<file path="src/rtl/spi_pkg.sv">
// spi_pkg: shared defaults and FSM state encoding for the SPI slave
package spi_pkg;
  localparam int SPI_DATA_W      = 8;
  localparam int SPI_SYNC_STAGES = 2;
  typedef enum logic {
    ST_IDLE  = 1'b0,
    ST_SHIFT = 1'b1
  } spi_state_e;
endpackage

</file>
<file path="src/rtl/spi_pin_sync.sv">
// spi_pin_sync: multi-flop synchroniser for one SPI pin with single-cycle rise/fall pulses
module spi_pin_sync #(
  parameter int SYNC_STAGES = 2
) (
  input  logic clk,
  input  logic rst,
  input  logic pin_i,
  output logic pin_o,
  output logic rise_o,
  output logic fall_o
);
  logic [SYNC_STAGES-1:0] sync_q;
  logic                   prev_q;
  // Chain resets low so a pin already low at reset release never yields a fall edge
  always_ff @(posedge clk) begin
    if (rst) begin
      sync_q <= '0;
      prev_q <= 1'b0;
    end else begin
      sync_q <= {sync_q[SYNC_STAGES-2:0], pin_i};
      prev_q <= sync_q[SYNC_STAGES-1];
    end
  end
  assign pin_o  = sync_q[SYNC_STAGES-1];
  assign rise_o = pin_o & ~prev_q;
  assign fall_o = ~pin_o & prev_q;
endmodule

</file>
<file path="src/rtl/spi_slave.sv">
// spi_slave: SPI mode-0 slave with buffered TX word and held RX word; define SPI_SLAVE_STATUS_EN for sticky overrun/underrun flags
module spi_slave
  import spi_pkg::*;
#(
  parameter int DATA_WIDTH  = SPI_DATA_W,
  parameter int SYNC_STAGES = SPI_SYNC_STAGES
) (
  input  logic                  sys_clk,
  input  logic                  sys_reset,
  input  logic                  spi_sclk,
  input  logic                  spi_cs_n,
  input  logic                  spi_mosi,
  output logic                  spi_miso,
  output logic                  spi_miso_oe,
  input  logic [DATA_WIDTH-1:0] data_send,
  input  logic                  send_load,
  output logic                  send_ready,
  output logic [DATA_WIDTH-1:0] data_receive,
  output logic                  rec_done,
  output logic                  busy
`ifdef SPI_SLAVE_STATUS_EN
  ,
  input  logic                  status_clear,
  output logic                  rx_overrun,
  output logic                  tx_underrun
`endif
);
  localparam int CW = $clog2(DATA_WIDTH);
  localparam logic [CW-1:0] LAST = CW'(DATA_WIDTH - 1);
  spi_state_e             state_q, state_d;
  logic [CW-1:0]          cnt_q, cnt_d;
  logic [DATA_WIDTH-2:0]  rx_q, rx_d;
  logic [DATA_WIDTH-1:0]  rx_word;
  logic [DATA_WIDTH-1:0]  tx_q, tx_d;
  logic [DATA_WIDTH-1:0]  hold_q, hold_d;
  logic                   full_q, full_d;
  logic [DATA_WIDTH-1:0]  data_rx_q, data_rx_d;
  logic                   rec_done_q;
  logic                   armed_q;
  logic [SYNC_STAGES-1:0] mosi_q;
  logic                   mosi_s;
  logic                   sclk_rise, sclk_fall;
  logic                   cs_s, cs_rise, cs_fall;
  logic                   sclk_s;
  logic                   rec_ev, load;

  spi_pin_sync #(.SYNC_STAGES(SYNC_STAGES)) u_sclk (
    .clk(sys_clk), .rst(sys_reset), .pin_i(spi_sclk),
    .pin_o(sclk_s), .rise_o(sclk_rise), .fall_o(sclk_fall)
  );

  spi_pin_sync #(.SYNC_STAGES(SYNC_STAGES)) u_cs (
    .clk(sys_clk), .rst(sys_reset), .pin_i(spi_cs_n),
    .pin_o(cs_s), .rise_o(cs_rise), .fall_o(cs_fall)
  );

  assign mosi_s  = mosi_q[SYNC_STAGES-1];
  assign rx_word = {rx_q, mosi_s};

  // Next-state: cs_n edges outrank sclk edges; sclk edges only matter while shifting
  always_comb begin
    state_d   = state_q;
    cnt_d     = cnt_q;
    rx_d      = rx_q;
    tx_d      = tx_q;
    hold_d    = hold_q;
    full_d    = full_q;
    data_rx_d = data_rx_q;
    rec_ev    = 1'b0;
    load      = 1'b0;
    if (state_q == ST_IDLE) begin
      if (cs_fall) begin
        state_d = ST_SHIFT;
        cnt_d   = '0;
        load    = 1'b1;
      end
    end else if (cs_rise) begin
      state_d = ST_IDLE;
      cnt_d   = '0;
      tx_d    = '0;
    end else if (sclk_rise) begin
      rx_d      = rx_word[DATA_WIDTH-2:0];
      rec_ev    = cnt_q == LAST;
      cnt_d     = rec_ev ? '0 : cnt_q + 1'b1;
      data_rx_d = rec_ev ? rx_word : data_rx_q;
    end else if (sclk_fall) begin
      load = cnt_q == '0;
      tx_d = tx_q << 1;
    end
    if (load) begin
      tx_d   = full_q ? hold_q : '0;
      full_d = 1'b0;
    end
    if (send_load && !full_q) begin
      hold_d = data_send;
      full_d = 1'b1;
    end
  end

  // State register; armed_q blocks a transfer already in progress at reset release
  always_ff @(posedge sys_clk) begin
    if (sys_reset) begin
      state_q    <= ST_IDLE;
      cnt_q      <= '0;
      rx_q       <= '0;
      tx_q       <= '0;
      hold_q     <= '0;
      full_q     <= 1'b0;
      data_rx_q  <= '0;
      rec_done_q <= 1'b0;
      armed_q    <= 1'b0;
      mosi_q     <= '0;
    end else begin
      state_q    <= state_d;
      cnt_q      <= cnt_d;
      rx_q       <= rx_d;
      tx_q       <= tx_d;
      hold_q     <= hold_d;
      full_q     <= full_d;
      data_rx_q  <= data_rx_d;
      rec_done_q <= rec_ev;
      armed_q    <= armed_q | cs_s;
      mosi_q     <= {mosi_q[SYNC_STAGES-2:0], spi_mosi};
    end
  end

`ifdef SPI_SLAVE_STATUS_EN
  logic pend_q, rx_ovr_q, tx_und_q;
  // Sticky flags: a set event in the same cycle beats status_clear
  always_ff @(posedge sys_clk) begin
    if (sys_reset) begin
      pend_q   <= 1'b0;
      rx_ovr_q <= 1'b0;
      tx_und_q <= 1'b0;
    end else begin
      pend_q   <= rec_ev | (pend_q & ~status_clear);
      rx_ovr_q <= (rec_ev & pend_q) | (rx_ovr_q & ~status_clear);
      tx_und_q <= (load & ~full_q) | (tx_und_q & ~status_clear);
    end
  end
  assign rx_overrun  = rx_ovr_q;
  assign tx_underrun = tx_und_q;
`endif

  assign spi_miso     = tx_q[DATA_WIDTH-1];
  assign spi_miso_oe  = state_q == ST_SHIFT;
  assign send_ready   = ~full_q;
  assign data_receive = data_rx_q;
  assign rec_done     = rec_done_q;
  assign busy         = armed_q & ~cs_s;
endmodule

</file>
<file path="config.mk">
export PLATFORM = sky130hd
export DESIGN_NAME = spi_slave
export DESIGN_NICKNAME = d
export VERILOG_FILES = /design/src/rtl/spi_pkg.sv /design/src/rtl/spi_pin_sync.sv /design/src/rtl/spi_slave.sv
export SDC_FILE = /design/constraint.sdc
export NUM_CORES = 1
export LEC_CHECK = 0
export BUFFER_PORTS_ARGS = -buffer_cell sky130_fd_sc_hd__clkbuf_2
export CORE_UTILIZATION = 55
export DETAILED_ROUTE_END_ITERATION = 8
export HOLD_SLACK_MARGIN = 0.15
export PLACE_DENSITY = 0.84
export SLEW_MARGIN = 10
export SYNTH_ARGS = -nofsm -noshare
export SYNTH_HDL_FRONTEND = slang
export SYNTH_SLANG_ARGS = --single-unit
</file>
<file path="constraint.sdc">
create_clock -name sys_clk -period 2 [get_ports sys_clk]
set_input_delay 0.4 -clock sys_clk [delete_from_list [all_inputs] [get_ports sys_clk]]
set_output_delay 0.4 -clock sys_clk [all_outputs]
set_load 0.01 [all_outputs]
</file>
==> impl_metrics.toml <==
[power]
power.density_cell_area_nw_per_um2 = 773
report.power.total_mw = 1.62
vdd_ir_drop_max_mv = 0.533
static-leakage-power_nw = 0.921

[global_route]
gr-usage-met1_pct = 28.0
grt_max_degree = 20
grt_antenna_before_repair = 0
grt_pass1_wl_um = 5570
grt_overflow = 0
grt.total_usage_pct = 20.9
grt_most_used_layer = "met2"
first_global_vias = 1260
grtUsageMet2_pct = 30.8
gr-usage-met3_pct = 5.76

[setup_path]
critical_path_arrival_ps = 2010
timing.critical_path.fanout_max = 9
required_ps = 2270
endpoint_kind = "flop"
cp_slowest_cell = "nand4_1"
cp_common_cell = "ha_1"
start_kind = "flop"
worst_path_dominant_cell_family = "simple AND/OR/NAND/NOR gates"
crit_path_cell_trace = "ha_1, ha_1, nand4_1, mux2i_1, nor2_1"
criticalPathCategory = "flop to flop"
timing.critical_path.buf_inv = 0
worst_path_largest_cell_delay_ps = 500

[final_layout]
layout.cells.most_common = "dfxtp_1"
fin_nets = 237
fillers = 282
final_cell_count_without_fillers = 265
syn_to_final_growth_pct = 11.7
drive_gt1_share_pct = 20.8
layout_common_cells = "46 x dfxtp_1, 26 x clkbuf_2, 19 x nor2_1, 19 x nand2_1, 15 x mux2i_1"
fin_area_um2 = 2090
antenna_cells_inserted = 0

[drt]
routed_wire_per_std_cell_um = 12.4
routed_via_density = 5.32
route.vias.total = 1411
dr.first_iter.drc_count = 39
postRouteAntennaNets = 0
drt-total-wl_um = 3290
detailedRoute.firstPassIterationCount = 4
drc = 0

[yosys]
synth_top_area_cell = "dfxtp_1"
synthSimpleGateAreaFrac_pct = 19.6
yosysUniqueCellTypes = 30
synth-compound-area-share_pct = 15.0
synth.net_count = 213
ys_seq_elements = 46
dominant_combinational_cell_family_by_area_after_synthesis = "simple AND/OR/NAND/NOR gates"
synth_xor_area_share_pct = 0
yosysWarnings = 0
yosys.area_share.adder_pct = 2.00
synth.area.top_cells = "dfxtp_1 49%, mux2i_1 8.0%, a221oi_2 4.8%"
synth-seq-area-share_pct = 49.2
synth.avg_cell_area_um2 = 9.56
synth_area_um2 = 1870
netlist_instances = 196
share_of_synthesized_area_spent_on_multiplexers_pct = 8.02
netlist.area_leader.share_pct = 49.2

[floorplanning]
die_height_um = 60.4
rows = 20
io-pin-count = 27
fp.dieW_um = 60.4
floorplan.core_area_um2 = 3150
initial_utilization_pct = 59.4
die-area_um2 = 3640

[sta]
worst_slew_margin_rel_pct = 59.4
layout_worst_path_cycle_share_pct = 87.1
fin_setup_tns_ps = 0
timing.final.hold_violations = 0
unrepaired_setup_endpoints_after_global_routing = "false"
setup_violators_final = 0
worst_clock_skew_ps = 4.92
final-max-slew-violation-count = 0
highest_clock_rate_mhz = 574
worstMarginPinSlew_ps = 603
min_period_ps = 1740

[min_path]
hold_class = "primary input to flop"

[cts]
clkLatencyLatePin_ps = 360
max-clock-path-buffers = 2
clkTransAtPathRegs_ps = 130
tritoncts_buffers = 5
clock_sinks = 46
ctsRootBufferMaster = "clkbuf_4"
ctsHtreeMaxLevel = 2
tritoncts = "yes"

[run]
max_cap_violations = 0

[place]
cell_count_post_placement = 257
port_buffers = 26
detailed_place_hpwl_um = 2350
place_area_um2 = 2010
place.gp.congestion = 0.823

[run_status]
run_status = "finished clean"
## layout make-up
type	count	area [µm²]	area share, %
clock buffer	6	41.3	1.97
clock inverter	2	37.5	1.79
inverter	12	45.0	2.15
multi-input combinational	126	840	40.1
sequential	46	921	44.0
tap	44	55.1	2.63
timing repair buffer	29	153	7.30
## per-stage QoR
stage / hold slack [ps] / util [%] / worst slack (ps)
2_1_floorplan: 414 / - / 454
3_3_place_gp: 418 / 63.8 / 230
3_5_place_dp: 428 / 63.8 / 224
4_1_cts: 225 / 66.3 / 200
5_1_grt: 231 / 66.3 / 148
6_report: 241 / 66.3 / 258
## synth_stat cells
cell type,number
nand4bb_1,1
nand4b_1,1
a21oi_1,14
o21a_1,1
or3b_1,1
o21ai_1,1
mux2i_1,15
dfxtp_1,46
a221oi_2,6
or4_1,1
clkbuf_1,6
nor2_1,19
buf_6,3
nand3b_1,1
inv_1,12
nand3_1,13
and2b_1,1
nand2_1,19
a22oi_1,6
ha_1,3
buf_2,2
o21ai_0,2
nand2b_1,2
buf_1,1
o31ai_4,1
nand4_1,2
o211a_2,1
and2_4,1
a2111o_1,2
nor2b_1,12
## cell families (layout without fill, tap and decap cells)
group | Yosys count | in the layout
simple gates | 74 | 74
flops | 46 | 46
compound gates | 34 | 34
fa+ha+maj | 3 | 3
buf+inv | 24 | 49
mux | 15 | 15
## path summary, 6_finish.rpt
kind,startpoint,to,slack (ps),depth (start not counted)
hold reg to reg,u_cs.sync_q[0],u_cs.sync_q[1],460,1
setup / recovery,cnt_q[0],data_receive[3],260,5
setup reg to reg,cnt_q[0],data_receive[3],260,5
hold / removal,spi_cs_n,u_cs.sync_q[0],240,2
## repair_timing
item                                    4_1_cts  5_1_grt
buffers inserted                              0        0
hold buffers                                  0        0
resized for setup                             0        1
endpoints found under the setup margin        0        1
## state kept, by name, indices dropped and copies added, names as in the netlist
name	count
spi_miso_oe	1
rec_done	1
full_q	1
cnt_q	3
hold_q	8
armed_q	1
rx_q	7
u_sclk.prev_q	1
tx_q	8
u_cs.prev_q	1
u_sclk.sync_q	2
u_cs.sync_q	2
data_receive	8
mosi_q	2
## per-layer routing
layer / vias to the layer above / share of wire, %
met4: 0 / 2.0
met1: 659 / 49
met2: 30 / 45
li1: 717 / -
met5: - / 0
met3: 5 / 4.0
## where the power goes
part	leakage [nW]	total (mW)	switching, mW	internal (mW)
combinational	0.509	0.103	0.0591	0.0443
clock	0.0385	0.554	0.291	0.264
sequential	0.374	0.959	0.0180	0.941
total	0.921	1.62	0.368	1.25
No activity file was read; power rests on OpenSTA's default activity.
